<file path="src/rtl/mult_share_arbiter.sv">
// mult_share_arbiter
// Round-robin front end that lets two requesters share one signed WIDTH x WIDTH
// multiplier core. It registers the winning operand pair onto the core inputs,
// carries an ownership tag alongside the core's LAT pipeline stages, and returns
// each product to its issuer as a one-cycle result pulse.

module mult_share_arbiter #(
   parameter int WIDTH = 16,
   parameter int LAT   = 0
) (
   input  logic                 sys_clk,
   input  logic                 sys_rst_n,
   input  logic                 req0_valid,
   output logic                 req0_ready,
   input  logic [WIDTH-1:0]     req0_a,
   input  logic [WIDTH-1:0]     req0_b,
   input  logic                 req1_valid,
   output logic                 req1_ready,
   input  logic [WIDTH-1:0]     req1_a,
   input  logic [WIDTH-1:0]     req1_b,
   output logic [WIDTH-1:0]     mult_a,
   output logic [WIDTH-1:0]     mult_b,
   input  logic [2*WIDTH-1:0]   mult_p,
   output logic [2*WIDTH-1:0]   res_p,
   output logic                 res0_valid,
   output logic                 res1_valid,
   output logic                 busy
);

   logic           rr;
   logic           grant;
   logic           grant_id;
   logic [LAT:0]   tag_vld;
   logic [LAT:0]   tag_id;
   logic [LAT:0]   next_tag_vld;
   logic [LAT:0]   next_tag_id;

   // Round-robin grant: a lone requester always wins, a tie goes to whoever rr points at.
   always_comb begin
      req0_ready = req0_valid && (!req1_valid || !rr);
      req1_ready = req1_valid && (!req0_valid || rr);
      grant      = req0_ready || req1_ready;
      grant_id   = req1_ready;
   end

   // Next state of the ownership tags: stage 0 takes this cycle's grant, the rest shift along.
   always_comb begin
      next_tag_vld    = '0;
      next_tag_id     = '0;
      next_tag_vld[0] = grant;
      next_tag_id[0]  = grant_id;
      for (int i = 1; i <= LAT; i++) begin
         next_tag_vld[i] = tag_vld[i-1];
         next_tag_id[i]  = tag_id[i-1];
      end
   end

   // Operand capture, priority rotation, tag shift and result return; reset discards all in-flight work.
   always_ff @(posedge sys_clk or negedge sys_rst_n) begin
      if (!sys_rst_n) begin
         rr         <= 1'b0;
         mult_a     <= '0;
         mult_b     <= '0;
         tag_vld    <= '0;
         tag_id     <= '0;
         res_p      <= '0;
         res0_valid <= 1'b0;
         res1_valid <= 1'b0;
         busy       <= 1'b0;
      end else begin
         if (grant) begin
            mult_a <= grant_id ? req1_a : req0_a;
            mult_b <= grant_id ? req1_b : req0_b;
            rr     <= ~grant_id;
         end
         tag_vld    <= next_tag_vld;
         tag_id     <= next_tag_id;
         res0_valid <= tag_vld[LAT] && !tag_id[LAT];
         res1_valid <= tag_vld[LAT] && tag_id[LAT];
         if (tag_vld[LAT]) begin
            res_p <= mult_p;
         end
         busy <= (|next_tag_vld) || tag_vld[LAT];
      end
   end

endmodule

</file>
<file path="config.mk">
export PLATFORM = sky130hd
export DESIGN_NAME = mult_share_arbiter
export DESIGN_NICKNAME = d
export VERILOG_FILES = /design/src/rtl/mult_share_arbiter.sv
export SDC_FILE = /design/constraint.sdc
export NUM_CORES = 1
export LEC_CHECK = 0
export BUFFER_PORTS_ARGS = -buffer_cell sky130_fd_sc_hd__buf_4
export CORE_MARGIN = 5
export CORE_UTILIZATION = 25
export CTS_CLUSTER_DIAMETER = 120
export CTS_CLUSTER_SIZE = 25
export DETAILED_ROUTE_END_ITERATION = 10
export GPL_ROUTABILITY_DRIVEN = 0
export PLACE_DENSITY_LB_ADDON = 0.15
export SYNTH_ARGS = -nofsm -noshare
export SYNTH_HDL_FRONTEND = slang
export SYNTH_SLANG_ARGS = --single-unit
export TNS_END_PERCENT = 5
</file>
<file path="constraint.sdc">
create_clock -name sys_clk -period 1.6 [get_ports sys_clk]
set_input_delay 0.32 -clock sys_clk [delete_from_list [all_inputs] [get_ports sys_clk]]
set_output_delay 0.32 -clock sys_clk [all_outputs]
set_load 0.05 [all_outputs]
</file>
==> metrics.csv <==
stage,metric,value,unit
setup_path,number of cells on the worst reg-to-reg path,2,
drt,Via density,4.500,
global_routing,vias in the first global route,2868,
clock_tree,Clock Path Buffers,2,
layout,ant diodes,0,
floorplanning,die width,123.8,µm
global_routing,largest net degree at the start of global routing,45,
setup_path,data required time of the worst path,1.28,ns
logic_synthesis,YS warnings,0,
outcome,status,"complete, no violations",
logic_synthesis,cell area after synthesis,0.003238,mm²
drt,Avg WL per Cell,15.58,µm
power_and_ir_drop,combinational share of power,29.8,%
drt,top routing layer in use,met4,
drt,met3 WL post-DR,1056,µm
setup_path,Worst Path Max Fanout,4,
drt,drt first pass iters,4,
logic_synthesis,#FFs+latches synth,70,
sta,Final WS setup,0.1106,ns
sta,actual slew at the worst max-slew pin,0.4341,ns
worst_hold_path,hold crit path type,input pin to flop,
logic_synthesis,"Seq/Total Area, Yosys",54.10,%
drt,M1 wire length,4052,µm
clock_tree,Skew-Pair Late Insertion Delay,0.33,ns
clock_tree,cts repair resizes,0,
logic_synthesis,Post-synth EDFFs,0,
floorplanning,Starting Density,25.56,%
drt,via count,2736,
global_routing,wire length of the first global-routing pass,14640,µm
power_and_ir_drop,sw frac,33.09,%
layout,fin nets,531,
logic_synthesis,Yosys cell types,22,
setup_path,Critical Path Stages,3,
drt,DR WL met2,4263,µm
sta,max-slew violations,0,
logic_synthesis,synthesized instance count,265,
placed_design,Setup WS pre-CTS,0.2977,ns
global_routing,GRT Total Usage,12.40,%
logic_synthesis,syn nets,365,
clock_tree,# H-tree levels,3,
clock_tree,CTS root buffer,clkbuf_16,
power_and_ir_drop,LEAKAGE,2.458,nW
setup_path,reg-to-reg endpoint,res_p[27]$_DFFE_PN0P_,
sta,final setup violation count,0,
global_routing,Overflow after GRT,0,
sta,crit path time final,1.489,ns
power_and_ir_drop,Tot Pwr,5.823,mW
layout,fraction of layout cells with a size suffix above 1,52.29,%
power_and_ir_drop,Max IR drop VDD,0.4946,mV
setup_path,CP arrival,1.17,ns
layout,final core occ,39.27,%
floorplanning,die area,0.01533,mm²
setup_path,worst r2r src,tag_vld$_DFF_PN0_,
floorplanning,Die H,123.8,µm
worst_hold_path,hold path start,req0_a[0],
clock_tree,Num CTS Buffers,9,
logic_synthesis,most frequent cell after synthesis,dfrtp_1,
logic_synthesis,Synth top area share,54.10,%
worst_hold_path,Hold Crit Endpoint,mult_a[0]$_DFFE_PN0P_,
worst_hold_path,WHS Path Cells,3,
layout,count of non-filler cells in the finished layout,608,
layout,Syn-to-layout area delta,53.67,%
logic_synthesis,Commonest cells post-synth,"dfrtp_1 (70), a31oi_1 (32), and3_1 (32), mux2_2 (32), mux2i_1 (32)",
setup_path,crit end category,output port,
sta,Worst slew margin,71.06,%
setup_path,FF-to-FF setup slack,0.40,ns
clock_tree,clock sinks,70,
setup_path,worst path cell trace,inv_1 -> a21boi_2 -> buf_4,
sta,Hold Slack,0.2237,ns
clock_tree,"Reg clk slew, reported paths",0.06,ns
layout,design area,0.004976,mm²
logic_synthesis,asr flop ratio synth,100.0,%
setup_path,CP max-delay cell,dfrtp_1,
logic_synthesis,synthesized area per cell,12.22,µm²
drt,remaining antenna violation count,0,
placed_design,placed insts,591,
sta,period utilisation layout,93.09,%
setup_path,crit-path leading delay family,flip-flops,
power_and_ir_drop,clock share of power,34.6,%
sta,maximum clock rate,671.4,MHz
sta,clock skew,0.004124,ns
power_and_ir_drop,PD cells,1170,mW/mm²
placed_design,port bufs,168,
placed_design,placed cell area,0.004663,mm²
setup_path,Max stage delay on crit path,0.40,ns
sta,hold violation count in the final report,0,
run,Max-Cap Viols,0,
power_and_ir_drop,P_sw,1.927,mW
sta,RSZ-0062 raised after global routing,false,
setup_path,Startpoint Class,flop,
power_and_ir_drop,Sequential Power Share,35.6,%
logic_synthesis,leading area contributor after synthesis,dfrtp_1,
drt,Total Wirelength,9471,µm
placed_design,placed wire-length estimate,6880,µm
floorplanning,core area,0.01267,mm²
drt,# DRC,0,
setup_path,Setup CP Type,flop to output port,
logic_synthesis,Area contributors post-synth,"dfrtp_1 (54%), mux2_2 (11%), mux2i_1 (9.9%), a31oi_1 (6.2%), and3_1 (6.2%)",
floorplanning,Ports,169,
layout,fillers,1255,
clock_tree,CTS tree,built,
clock_tree,hold_buf cts,1,
global_routing,initial antenna violation count,0,
drt,DR iter-0 viols,141,
setup_path,Crit path buffers/inverters,2,
sta,setup TNS,0,ns
clock_tree,Post-CTS Setup Bufs,0,
power_and_ir_drop,Int Power,3.896,mW
floorplanning,Cell Rows,41,
logic_synthesis,ys flop type,dfrtp_1,
-- per-layer routing --
layer / track usage (%) / vias to the layer above
met3: 5.450 / 11
met2: 18.76 / 128
met1: 16.18 / 1293
li1: - / 1304
met5: 0 / -
met4: 3.322 / 0
-- power groups by stage --
stage	Combinational (mW)	Sequential (mW)	Clock [mW]
2_1_floorplan	0.435	2.75	0
3_3_place_gp	1.74	2.11	0
3_5_place_dp	1.76	2.10	0
4_1_cts	1.76	2.08	2.09
5_1_grt	1.85	2.10	2.18
6_report	1.73	2.07	2.01
-- worst register-to-register path: cells and delay by family (launching register included) --
family / cells / cell delay (ns)
buffers and inverters: 1 / 0.24
DFF: 1 / 0.47
muxes: 1 / 0.38
-- registers in the layout (all words and copies together) (netlist names) --
| register | count |
|---|---|
| busy | 1 |
| mult_a | 16 |
| mult_b | 16 |
| res0_valid | 1 |
| res1_valid | 1 |
| res_p | 32 |
| rr | 1 |
| tag_id | 1 |
| tag_vld | 1 |
-- cell type report --
| cell class | instances | area, µm² | share of cell area (%) |
|---|---|---|---|
| Tap cell | 172 | 215.2 | 4.325 |
| Clock inverter | 3 | 42.54 | 0.8549 |
| Inverter | 2 | 7.507 | 0.1509 |
| Multi-Input combinational cell | 168 | 1295 | 26.02 |
| Clock buffer | 13 | 260.3 | 5.230 |
| Sequential cell | 70 | 1752 | 35.20 |
| Timing Repair Buffer | 180 | 1404 | 28.21 |
-- how the worst max path moves through the flow --
stage / end / startpoint / slack (ns)
6_report: req1_ready / rr$_DFFE_PN0P_ / 0.11
5_1_grt: req1_ready / rr$_DFFE_PN0P_ / 0.03
4_1_cts: req1_ready / rr$_DFFE_PN0P_ / 0.08
3_5_place_dp: mult_b[5]$_DFFE_PN0P_ / req0_valid / 0.30
3_3_place_gp: req0_ready / req1_valid / 0.34
2_1_floorplan: req1_ready / rr$_DFFE_PN0P_ / 0.09
-- cells by family (layout without fill, tap and decap cells) --
kind of cell	count (synthesis)	after routing	share of synthesized area, %
AO/OA/AOI/OAI	66	66	11.59
buffers and inverters	27	198	6.028
flip-flops	70	70	54.10
multiplexers	64	64	21.02
AND/OR/NAND/NOR	38	38	7.265
-- cell usage in the layout (no fill, tap or decap) --
master	n
a21boi_2	1
a31oi_1	32
and2_1	1
and3_1	32
buf_12	4
buf_4	175
bufinv_16	1
clkbuf_1	2
clkbuf_16	9
clkbuf_8	2
clkinv_2	1
clkinvlp_4	1
dfrtp_1	70
dlygate4sd3_1	1
inv_1	2
mux2_2	32
mux2i_1	32
nand2_1	1
nand2_2	1
nor2b_1	1
o21a_1	1
o21ai_0	4
o21ai_1	28
or2_2	1
or3_1	1
(Power assumes the default switching activity.)
